`config.mk`:
```
export PLATFORM = sky130hd
export DESIGN_NAME = alu_seq
export DESIGN_NICKNAME = d
export VERILOG_FILES = /design/src/rtl/alu_seq.sv
export SDC_FILE = /design/constraint.sdc
export NUM_CORES = 1
export LEC_CHECK = 0
export ABC_AREA = 1
export CAP_MARGIN = 20
export CORE_MARGIN = 4
export CORE_UTILIZATION = 35
export DETAILED_ROUTE_END_ITERATION = 8
export GPL_TIMING_DRIVEN = 0
export PLACE_DENSITY = 0.59
export SETUP_SLACK_MARGIN = 0.4
export SLEW_MARGIN = 20
export SYNTH_ARGS = -nofsm -noshare
export SYNTH_HDL_FRONTEND = slang
export SYNTH_SLANG_ARGS = --single-unit
export TNS_END_PERCENT = 1
```
`constraint.sdc`:
```
create_clock -name clock -period 8.55 [get_ports clock]
set_clock_uncertainty 0.1 [all_clocks]
set_input_delay 2.565 -clock clock [delete_from_list [all_inputs] [get_ports clock]]
set_output_delay 2.565 -clock clock [all_outputs]
set_load 0.005 [all_outputs]
```
`src/rtl/alu_seq.sv`:
```
// ============================================================================
// Module   : alu_seq
// Brief    : Handshaked, registered ALU with a multi-cycle shift-add multiplier.
// Revision : 1.0 - initial release
// ============================================================================
`timescale 1ns/1ps
`default_nettype none

module alu_seq #(
    parameter int WIDTH = 16
) (
    input  logic             clock,
    input  logic             clear,
    input  logic             in_valid,
    output logic             in_ready,
    input  logic [3:0]       op,
    input  logic [WIDTH-1:0] x,
    input  logic [WIDTH-1:0] y,
    output logic             out_valid,
    input  logic             out_ready,
    output logic [WIDTH-1:0] result,
    output logic [WIDTH-1:0] result_hi,
    output logic             carry,
    output logic             overflow,
    output logic [2:0]       comp,
    output logic             slt,
    output logic             err
);

    localparam int SHW = $clog2(WIDTH);
    localparam logic [SHW-1:0] CNT_LAST = SHW'(WIDTH - 1);

    localparam logic [3:0] OP_AND  = 4'b0000;
    localparam logic [3:0] OP_OR   = 4'b0001;
    localparam logic [3:0] OP_ADDU = 4'b0010;
    localparam logic [3:0] OP_ADD  = 4'b0011;
    localparam logic [3:0] OP_SUB  = 4'b0100;
    localparam logic [3:0] OP_SLL  = 4'b0101;
    localparam logic [3:0] OP_SRL  = 4'b0110;
    localparam logic [3:0] OP_SLT  = 4'b0111;
    localparam logic [3:0] OP_MULU = 4'b1000;
    localparam logic [3:0] OP_XOR  = 4'b1001;

    typedef enum logic [1:0] {
        ST_IDLE = 2'd0,
        ST_MUL  = 2'd1,
        ST_DONE = 2'd2
    } state_t;

    state_t               state_q, state_d;
    logic [SHW-1:0]       cnt_q, cnt_d;
    logic [2*WIDTH-1:0]   acc_q, acc_d;
    logic [WIDTH-1:0]     x_q, x_d, y_q, y_d;
    logic [WIDTH-1:0]     result_q, result_d, result_hi_q, result_hi_d;
    logic                 carry_q, carry_d, overflow_q, overflow_d;
    logic [2:0]           comp_q, comp_d;
    logic                 slt_q, slt_d, err_q, err_d;

    logic [WIDTH:0]       w_sum, w_diff;
    logic [3:0]           w_flags, w_flags_lat;
    logic [2*WIDTH-1:0]   w_partial, w_acc_next;

    // Returns {comp, slt} for a signed comparison of a against b.
    function automatic logic [3:0] cmp_flags(input logic [WIDTH-1:0] a,
                                             input logic [WIDTH-1:0] b);
        if ($signed(a) < $signed(b)) begin
            return 4'b1001;
        end else if (a == b) begin
            return 4'b0100;
        end
        return 4'b0010;
    endfunction

    assign w_sum       = {1'b0, x} + {1'b0, y};
    assign w_diff      = {1'b0, x} - {1'b0, y};
    assign w_flags     = cmp_flags(x, y);
    assign w_flags_lat = cmp_flags(x_q, y_q);
    assign w_partial   = y_q[cnt_q] ? ({{WIDTH{1'b0}}, x_q} << cnt_q) : '0;
    assign w_acc_next  = acc_q + w_partial;

    always_comb begin
        state_d     = state_q;
        cnt_d       = cnt_q;
        acc_d       = acc_q;
        x_d         = x_q;
        y_d         = y_q;
        result_d    = result_q;
        result_hi_d = result_hi_q;
        carry_d     = carry_q;
        overflow_d  = overflow_q;
        comp_d      = comp_q;
        slt_d       = slt_q;
        err_d       = err_q;

        case (state_q)
            ST_IDLE: begin
                if (in_valid) begin
                    x_d = x;
                    y_d = y;
                    if (op == OP_MULU) begin
                        state_d = ST_MUL;
                        cnt_d   = '0;
                        acc_d   = '0;
                    end else begin
                        state_d         = ST_DONE;
                        result_d        = '0;
                        result_hi_d     = '0;
                        carry_d         = 1'b0;
                        overflow_d      = 1'b0;
                        err_d           = 1'b0;
                        {comp_d, slt_d} = w_flags;
                        case (op)
                            OP_AND:  result_d = x & y;
                            OP_OR:   result_d = x | y;
                            OP_XOR:  result_d = x ^ y;
                            OP_ADDU: {carry_d, result_d} = w_sum;
                            OP_ADD: begin
                                {carry_d, result_d} = w_sum;
                                overflow_d = (x[WIDTH-1] == y[WIDTH-1]) &&
                                             (w_sum[WIDTH-1] != x[WIDTH-1]);
                            end
                            OP_SUB: begin
                                result_d   = w_diff[WIDTH-1:0];
                                carry_d    = ~w_diff[WIDTH];
                                overflow_d = (x[WIDTH-1] != y[WIDTH-1]) &&
                                             (w_diff[WIDTH-1] != x[WIDTH-1]);
                            end
                            OP_SLL:  result_d = x << y[SHW-1:0];
                            OP_SRL:  result_d = x >> y[SHW-1:0];
                            OP_SLT:  result_d = {{(WIDTH-1){1'b0}}, w_flags[0]};
                            default: begin
                                comp_d = 3'b000;
                                slt_d  = 1'b0;
                                err_d  = 1'b1;
                            end
                        endcase
                    end
                end
            end
            ST_MUL: begin
                acc_d = w_acc_next;
                if (cnt_q == CNT_LAST) begin
                    state_d         = ST_DONE;
                    result_d        = w_acc_next[WIDTH-1:0];
                    result_hi_d     = w_acc_next[2*WIDTH-1:WIDTH];
                    carry_d         = 1'b0;
                    overflow_d      = 1'b0;
                    err_d           = 1'b0;
                    {comp_d, slt_d} = w_flags_lat;
                end else begin
                    cnt_d = cnt_q + SHW'(1);
                end
            end
            ST_DONE: begin
                if (out_ready) begin
                    state_d = ST_IDLE;
                end
            end
            default: state_d = ST_IDLE;
        endcase
    end

    always_ff @(posedge clock or negedge clear) begin
        if (!clear) begin
            state_q     <= ST_IDLE;
            cnt_q       <= '0;
            acc_q       <= '0;
            x_q         <= '0;
            y_q         <= '0;
            result_q    <= '0;
            result_hi_q <= '0;
            carry_q     <= 1'b0;
            overflow_q  <= 1'b0;
            comp_q      <= 3'b000;
            slt_q       <= 1'b0;
            err_q       <= 1'b0;
        end else begin
            state_q     <= state_d;
            cnt_q       <= cnt_d;
            acc_q       <= acc_d;
            x_q         <= x_d;
            y_q         <= y_d;
            result_q    <= result_d;
            result_hi_q <= result_hi_d;
            carry_q     <= carry_d;
            overflow_q  <= overflow_d;
            comp_q      <= comp_d;
            slt_q       <= slt_d;
            err_q       <= err_d;
        end
    end

    assign in_ready  = (state_q == ST_IDLE);
    assign out_valid = (state_q == ST_DONE);
    assign result    = result_q;
    assign result_hi = result_hi_q;
    assign carry     = carry_q;
    assign overflow  = overflow_q;
    assign comp      = comp_q;
    assign slt       = slt_q;
    assign err       = err_q;

endmodule

`default_nettype wire

```
==> metrics.csv, run 1 <==
metric,value,unit
switchingPower,1720,uW
combinationalPowerShare,61.5,%
cts_sinks,108,
crit_type,primary input to flop,
synth_commonest_cells,"699 x nand2_1, 223 x inv_1, 206 x nand3_1",
synth_largest_area_cell,dfrtp_1,
vias,13600,
swShare,52.7,%
power.total,3260,uW
routed_wl,49.6,mm
synth_cells,2007,
track_usage,26.8,%
ys_types,45,
muxShareOfSynthArea,0.0843,%
synth_compound_area_share,13.7,%
setup_violations,0,
postCtsHoldBufs,0,
avgSynthCellArea,5.91,sq um
use_met1,39.6,%
rr_worst_depth,19,
status,"complete, no violations",
coreArea,33500,sq um
netlist_top_cells_area,"dfrtp_1 23%, nand2_1 22%, ha_1 10%",
worst_setup_path_end_kind,flop,
gp_congestion,0.985,
p_clk_share,14.1,%
ios,81,
drive_gt1_share,4.90,%
drtIter0Drc,1445,
finalNetCount,2241,
maxCapViolations,0,
cts_setup_buffers,0,
rows,67,
hp-class,flop to flop,
area_growth,14.4,%
syn_nets,2149,
cts_buffers,9,
power.internal,1540,uW
async_flop_share,100,%
syn_area,11900,sq um
start_util,35.4,%
powerDensity,240,nW/um^2
crit_path_end,result[10],
hpwl,41.2,mm
drv_slew,0,
diodes,0,
ys_warn_count,0,
power.share.sequential,24.4,%
met2_usage,39.9,%
synth_flop_cell,dfrtp_1,
arrival,5.91,ns
grtUsageMet3,5.20,%
io_buffers,80,
grt_pass1_vias,12800,
rsz0062_at_grt,false,
yosysMostFrequentCell,nand2_1,
synth-simple-area-share,41.7,%
die_h,192,um
wl_per_cell,19.4,um
grt_overflow,0,
dieArea,36900,sq um
peakVddDrop,0.141,mV
final.setup.tns,0,ns
cp_max_fo,11,
fin_crit,5.75,ns
synthAdderAreaFrac,10.9,%
remaining_drc_errors,0,
ys_seq_elements,108,
yosysTopAreaCellShare,22.8,%
clk_latency,0.37,ns
required,8.71,ns
worstSetupStartpointType,primary input,
drtAntennaViolNets,0,
cts-resized-gates,0,
reg2reg_slack,4.75,ns
synth_edf_count,0,
min-delay-start,result_hi[15],
drtPass1Iterations,6,
leakage,0.00723,uW
synth_top_family_by_area,simple AND/OR/NAND/NOR gates,
design_area,13600,sq um
die_w,192,um
hold_violations,0,
rr_startpoint,cnt_q[0],
clkSlewWorstSetupHoldPaths,0.09,ns
ys_seq_area_share,22.8,%
grt_pass1_wl,75.8,mm
synth_xor_area_share,0.221,%
htree_levels,3,
routed_via_density,5.35,
max-clock-path-buffers,2,
worst_pin_slew,1.07,ns
place_area,13300,sq um
cts_root_buffer,clkbuf_16,
cts_tree,done,
fin_crit_sh,67.3,%
reg2reg_to,acc_q[28],
antenna_found_initial,0,
max_freq,174,MHz
crit_start,y[2],
top_usage_layer,met2,
grt_max_degree,64,
slew_headroom,28.1,%
area by class of cell:
type	count	area, sq um
Clock buffer	9	225
Sequential cell	108	2700
Inverter	241	907
Fill cell	3730	20000
Multi-Input combinational cell	1585	7910
Timing Repair Buffer	81	830
Tap cell	448	561
Clock inverter	7	88.8
Buffer	73	348
how the worst min path moves through the flow:
stage                     depth (start not counted)       endpoint  slack (ns)
after global routing                              2       acc_q[2]        0.40
after global placement                            2       acc_q[0]        0.36
final                                             2  result_hi[15]        0.39
after CTS                                         2       acc_q[0]        0.39
after detailed placement                          2  result_hi[14]        0.37
after floorplan                                   2       acc_q[0]        0.35
cell usage in the layout, fill, tap and decap left out, types with 5 or more instances in the layout:
cell type        netlist  layout
or2_1                  5       5
nand3b_1              14      14
clkdlybuf4s50_1        0      79
or2_2                 13      13
clkbuf_16              0       9
o21bai_1               9       9
dfrtp_1              108     108
o21ai_1               19      19
nand3_1              206     206
nand2_1              699     699
inv_2                 15      15
nor3_1                23      23
nor2_1               161     161
clkbuf_1              26      26
o21ai_0              137     137
nand4_1               27      27
and2_1                 7       7
ha_1                  99      99
a21boi_1              10      10
o211ai_1               6       6
buf_2                 38      38
inv_1                223     223
nor2_2                 5       5
a21oi_1              105     105
worst max-delay path, stage by stage:
cell and delay [ns]:
clkdlybuf4s50_1 0.52, buf_2 0.21, clkinv_1 0.25, clkbuf_1 0.39, ha_1 0.39, buf_2 0.21
nand3_1 0.17, nand3_1 0.25, nand2_1 0.12, nand2_1 0.15, nand2_1 0.09, nand2_1 0.06
nand2_1 0.04, nand3_1 0.07, nand3_1 0.16, a21oi_1 0.18, nor2_1 0.06
kinds of logic after synthesis:
| logic type | after synthesis |
|---|---|
| compound gates | 304 |
| xor+xnor | 3 |
| fa+ha+maj | 102 |
| buf+inv | 314 |
| flops | 108 |
| mux | 1 |
| simple gates | 1175 |
metrics by stage:
step	hold slack (ns)	setup WS, ns	util, %	instances
global route	0.402	2.51	40.5	2552
floorplan	0.348	3.91	-	2007
global placement	0.360	0.376	39.5	2535
CTS	0.390	2.87	40.5	2552
detailed placement	0.367	2.46	39.5	2536
finish	0.387	2.80	40.5	2552
per-layer routing:
metal | wire, um | share of wire, %
met1 | 24000 | 48
met2 | 20700 | 42
met3 | 3660 | 7.4
met4 | 1340 | 2.7
met5 | 0 | 0
flip-flops by register name, indices dropped and copies added (netlist names):
name       count
comp           3
overflow       1
x_q           16
state_q        2
y_q           16
result_hi     16
acc_q         32
carry          1
cnt_q          4
result        16
err            1
power groups by stage:
stage	combinational [uW]	clock, uW	sequential (uW)
floorplan	1290	0	753
global placement	1950	0	801
detailed placement	1970	0	800
CTS	1980	471	792
global route	2250	485	812
finish	2000	460	795
Power figures use the tool's default switching activity.
==> inputs of run 2 (changes only) <==
--- a/config.mk
+++ b/config.mk
@@ -11,7 +11,7 @@
 export CORE_UTILIZATION = 35
 export DETAILED_ROUTE_END_ITERATION = 8
 export GPL_TIMING_DRIVEN = 0
-export PLACE_DENSITY = 0.59
+export PLACE_DENSITY = 0.61
 export SETUP_SLACK_MARGIN = 0.4
 export SLEW_MARGIN = 20
 export SYNTH_ARGS = -nofsm -noshare
==> constraint.sdc (replaced) <==
create_clock -name clock -period 5 [get_ports clock]
set_clock_uncertainty 0.1 [all_clocks]
set_input_delay 1.5 -clock clock [delete_from_list [all_inputs] [get_ports clock]]
set_output_delay 1.5 -clock clock [all_outputs]
set_load 0.005 [all_outputs]
==> run 2 against run 1 <==
- first-iteration DRC count shrank 22%
- core utilization is essentially flat
- wire length shrank 3.0%
- combinational power grew 69%
- sequential cell count is the same
- hold slack lost 0.0074 ns
- sequential share of layout area is essentially flat
- final area is essentially flat
- non-clock buffer count is the same
- global-route usage shrank 0.78 points
- largest cell class unchanged
- highest routed layer unchanged
==> metrics.csv, run 2 (synthesized netlist as in run 1, its figures left out) <==
metric,value,unit,change
status,"complete, no violations",,
required,5.17,ns,-3.54 ns
cp_max_fo,11,,unchanged
slew_headroom,49.4,%,+21 points
rsz0062_at_grt,true,,
start_util,35.4,%,unchanged
min-delay-start,acc_q[2],,
reg2reg_slack,1.18,ns,-3.57 ns
coreArea,33500,sq um,unchanged
largest_reg_flops,32,,unchanged
final_cell_mix,"699 x nand2_1, 223 x inv_1, 206 x nand3_1",,
die_h,192,um,unchanged
crit_type,primary input to flop,,
drv_slew,0,,unchanged
power.total,5480,uW,+68%
routed_via_density,5.32,,-0.43%
cts_buffers,9,,unchanged
rows,67,,unchanged
track_usage,26.0,%,-0.78 points
hold_violations,0,,unchanged
grt_pass1_wl,74.1,mm,-2.2%
fin_crit,4.48,ns,
clk_latency,0.38,ns,about the same
drive_gt1_share,5.04,%,+0.14 points
worst_pin_slew,0.752,ns,-0.317 ns
worst_setup_path_end_kind,flop,,
ios,81,,unchanged
area_growth,14.4,%,about the same
setup_violations,0,,unchanged
drtAntennaViolNets,0,,unchanged
dieArea,36900,sq um,unchanged
grt_max_degree,67,,+4.7%
remaining_drc_errors,0,,unchanged
htree_levels,3,,unchanged
wl_per_cell,18.9,um,-3.0%
max_freq,223,MHz,
io_buffers,80,,unchanged
maxCapViolations,0,,unchanged
cts_sinks,108,,unchanged
max-clock-path-buffers,2,,unchanged
utilization,40.5,%,about the same
antenna_found_initial,0,,unchanged
cts_root_buffer,clkbuf_16,,
cts_tree,done,,
leakage,0.00723,uW,about the same
drtPass1Iterations,6,,unchanged
final_cells,2552,,unchanged
finalNetCount,2241,,unchanged
die_w,192,um,unchanged
gp_congestion,1.01,,+2.1%
routed_wl,48.1,mm,-3.0%
top_register,acc_q,,
drtIter0Drc,1128,,-22%
crit_start,y[2],,
dp_cells,2536,,unchanged
grt_overflow,0,,unchanged
fin_crit_sh,89.6,%,
worstSetupStartpointType,primary input,,
hpwl,40.0,mm,-3.0%
peakVddDrop,0.198,mV,+40%
diodes,0,,unchanged
hp-class,flop to flop,,
grt_pass1_vias,13000,,+1.4%
powerDensity,404,nW/um^2,+68%
vias,13600,,-0.43%
rr_startpoint,cnt_q[0],,
clkSlewWorstSetupHoldPaths,0.09,ns,about the same
arrival,4.65,ns,-1.26 ns
final_common_cell,nand2_1,,
postCtsHoldBufs,0,,unchanged
-- run 2: cell count changes in the layout (fill, tap and decap cells not counted), sizes merged --
cell / delta
clkbuf: +2
buf: -2
inv: -1
clkinvlp: +2
clkinv: -1
-- run 2: final timing paths --
check,end,depth (start not counted)
worst max-delay path,result[4],15
worst min-delay path,acc_q[2],2
worst max register to register,acc_q[28],19
worst min register to register,acc_q[2],2
max in group asynchronous,carry,2
min in group asynchronous,cnt_q[1],1
-- run 2: critical path, stage by stage --
cell             delay (ns)
clkdlybuf4s50_1        0.55
buf_2                  0.24
clkinvlp_4             0.22
clkbuf_4               0.29
ha_1                   0.32
buf_2                  0.18
nor2_1                 0.18
nand2_1                0.07
nand3_1                0.14
xor2_1                 0.23
o21ai_0                0.10
nor2_1                 0.21
nand2_1                0.15
a21oi_2                0.21
nor2_1                 0.06
-- run 2: power breakdown --
part	switching [uW]	internal, uW	leakage (uW)	total, uW
combinational	2220	1160	0.00567	3370
sequential	248	1120	0.00141	1370
clock	386	355	0.000144	741
-- run 2: stage by stage --
step                      TNS (ns)  hold WS, ns  worst slack [ns]  instance area (sq um)
after global routing             0        0.398             0.387                  13600
after floorplan                  0        0.348              1.42                  11900
after CTS                        0        0.384             0.437                  13600
after detailed placement    -0.145        0.367            -0.145                  13300
after global placement     -230.48        0.363             -2.15                  13200
final                            0        0.380             0.520                  13600
-- run 2: timing repair --
item,CTS,global route
pin swaps,0,0
buffers inserted,0,0
endpoints found under the setup margin,1,8
resized for setup,2,4
-- run 2: layout make-up --
cell class                 count  area (sq um)
clock inverter                 7          77.6
fill                        3764         20000
timing repair buffer          81           830
tap                          448           561
buffer                        73           357
multi-input combinational   1585          7910
inverter                     241           911
sequential                   108          2700
clock buffer                   9           225
-- run 2: per-layer routing --
| metal | vias up | global-route usage, % | share of wire, % |
|---|---|---|---|
| met2 | 454 | 44.9 | 48 |
| met3 | 95 | 2.60 | 5.0 |
| met4 | 0 | 10.4 | 4.1 |
| met1 | 6357 | 33.3 | 43 |
| met5 | - | 0 | 0 |
| li1 | 6682 | - | - |
==> inputs of run 3 (changes only) <==
--- a/config.mk
+++ b/config.mk
@@ -7,6 +7,7 @@
 export LEC_CHECK = 0
 export ABC_AREA = 1
 export CAP_MARGIN = 20
+export CORE_ASPECT_RATIO = 0.9
 export CORE_MARGIN = 4
 export CORE_UTILIZATION = 35
 export DETAILED_ROUTE_END_ITERATION = 8
==> run 3 against run 2 <==
- final area grew 0.37%
- via count grew 1.2%
- combinational power grew 1%
- highest routed layer unchanged
==> metrics.csv, run 3 (synthesized netlist as in run 1, its figures left out) <==
metric,value,unit,change
rows,63,,-6.0%
rsz0062_at_grt,false,,
worstSetupStartpointType,primary input,,
cts_tree,done,,
top_register,acc_q,,
final_cells,2561,,+0.35%
dp_cells,2543,,+0.28%
max-clock-path-buffers,2,,unchanged
powerDensity,412,nW/um^2,+2.0%
p_clk_share,14.9,%,+1.4 points
peakVddDrop,0.205,mV,+3.5%
coreArea,33200,sq um,-1.0%
cts_sinks,108,,unchanged
place_area,13300,sq um,about the same
io_buffers,80,,unchanged
worst_pin_slew,0.764,ns,+0.0121 ns
gp_congestion,1.00,,-0.43%
ios,81,,unchanged
remaining_drc_errors,0,,unchanged
rr_startpoint,cnt_q[0],,
start_util,35.8,%,+0.37 points
required,5.15,ns,-0.02 ns
grt_pass1_wl,75.6,mm,+2.0%
drive_gt1_share,5.13,%,+0.090 points
top_layer,met4,,
reg2reg_slack,0.71,ns,-0.47 ns
hp-class,flop to flop,,
diodes,0,,unchanged
crit_path_end,result[10],,
crit_start,y[1],,
worst_setup_path_end_kind,flop,,
drtPass1Iterations,6,,unchanged
clk_latency,0.37,ns,about the same
routed_wl,49.1,mm,+2.0%
die_w,202,um,+5.2%
grt_pass1_vias,12700,,-2.5%
drtIter0Drc,1669,,+48%
hold_violations,0,,unchanged
die_h,183,um,-4.9%
max_freq,228,MHz,+2.1%
cts_buffers,9,,unchanged
switchingPower,2880,uW,+1.2%
finalNetCount,2243,,+0.089%
grt_max_degree,74,,+10%
cts_root_buffer,clkbuf_16,,
final_common_cell,nand2_1,,
grt_overflow,0,,unchanged
wl_met2,19.7,mm,-14%
design_area,13600,sq um,+0.37%
setup_violations,0,,unchanged
leakage,0.00725,uW,+0.38%
hold_ws,0.381,ns,+0.000675 ns
track_usage,26.2,%,+0.22 points
cp_max_fo,12,,+1
vias,13800,,+1.2%
clkSlewWorstSetupHoldPaths,0.08,ns,about the same
routed_via_density,5.37,,+0.84%
wl_per_cell,19.2,um,+1.6%
arrival,4.54,ns,-0.11 ns
reg2reg_to,result_hi[13],,
slew_headroom,48.6,%,-0.81 points
drtAntennaViolNets,0,,unchanged
power.internal,2720,uW,+3.5%
crit_type,primary input to flop,,
rr_worst_depth,19,,unchanged
power.share.sequential,24.3,%,-0.7 points
final_cell_mix,"699 x nand2_1, 223 x inv_1, 205 x nand3_1",,
postCtsHoldBufs,0,,unchanged
status,"complete, no violations",,
hpwl,40.3,mm,+0.83%
swShare,51.4,%,-0.55 points
pre_cts_slack,-0.0506,ns,+0.0939 ns
fin_crit_sh,87.7,%,-1.9 points
wl_met1,23.1,mm,+11%
setup_ws,0.614,ns,+0.0941 ns
htree_levels,3,,unchanged
dieArea,36900,sq um,about the same
maxCapViolations,0,,unchanged
largest_reg_flops,32,,unchanged
fin_crit,4.39,ns,-0.0941 ns
combinationalPowerShare,60.9,%,-0.6 points
antenna_found_initial,0,,unchanged
drv_slew,0,,unchanged
area_growth,14.8,%,
met3_length,5.20,mm,+120%
-- run 3: changes by cell type in the layout (fill, tap and decap cells not counted), sizes merged --
cell | before | now
clkbuf | 37 | 36
clkinv | 4 | 2
buf | 47 | 50
bufinv | 0 | 2
-- run 3: routing by layer --
metal  up-vias  global-route usage, %
met5         -                      0
met4         0                   5.70
met3        50                   6.56
met2       650                   37.9
met1      6396                   39.3
li1       6655                      -
-- run 3: critical path: stages --
cell and delay (ns):
clkdlybuf4s50_1 0.55, buf_2 0.27, inv_2 0.07, buf_2 0.20, clkbuf_4 0.26, fa_1 0.53
nand3_1 0.13, nand3_1 0.21, nand2_1 0.15, nand3_1 0.08, nand3_1 0.09, nand3_1 0.10
a21oi_1 0.31, nor2_1 0.08
-- run 3: timing repair --
action / in CTS / in global routing
setup buffers: 0 / 2
endpoints found under the setup margin: 2 / 17
gates resized for setup: 1 / 5
-- run 3: final cells by class --
cell class,instances,area (sq um)
clock buffer,9,225
tap,455,569
sequential,108,2700
inverter,241,911
timing repair buffer,83,845
clock inverter,7,105
multi-input combinational,1585,7920
buffer,73,354
fill,3687,19600
-- run 3: worst min-delay path by stage --
stage,startpoint,to,slack (ns),cells after the start
5_1_grt,result_hi[11],result_hi[11],0.41,2
6_report,result[6],result[6],0.38,2
2_1_floorplan,acc_q[0],acc_q[0],0.35,2
4_1_cts,result[6],result[6],0.39,2
3_3_place_gp,acc_q[0],acc_q[0],0.36,2
3_5_place_dp,result_hi[1],result_hi[1],0.37,2
-- run 3: power groups by stage --
stage	Combinational (uW)	Clock [uW]	Sequential, uW
2_1_floorplan	2210	0	1290
3_3_place_gp	3290	0	1370
6_report	3410	833	1360
3_5_place_dp	3320	0	1370
5_1_grt	3820	894	1400
4_1_cts	3340	858	1360
-- run 3: through the flow --
stage | total power, uW | utilization, % | setup TNS [ns]
detailed placement | 4690 | 40.0 | -0.0506
finish | 5610 | 41.1 | 0
global route | 6110 | 41.1 | 0
CTS | 5560 | 41.0 | 0
floorplan | 3490 | - | 0
global placement | 4660 | 39.9 | -226.13
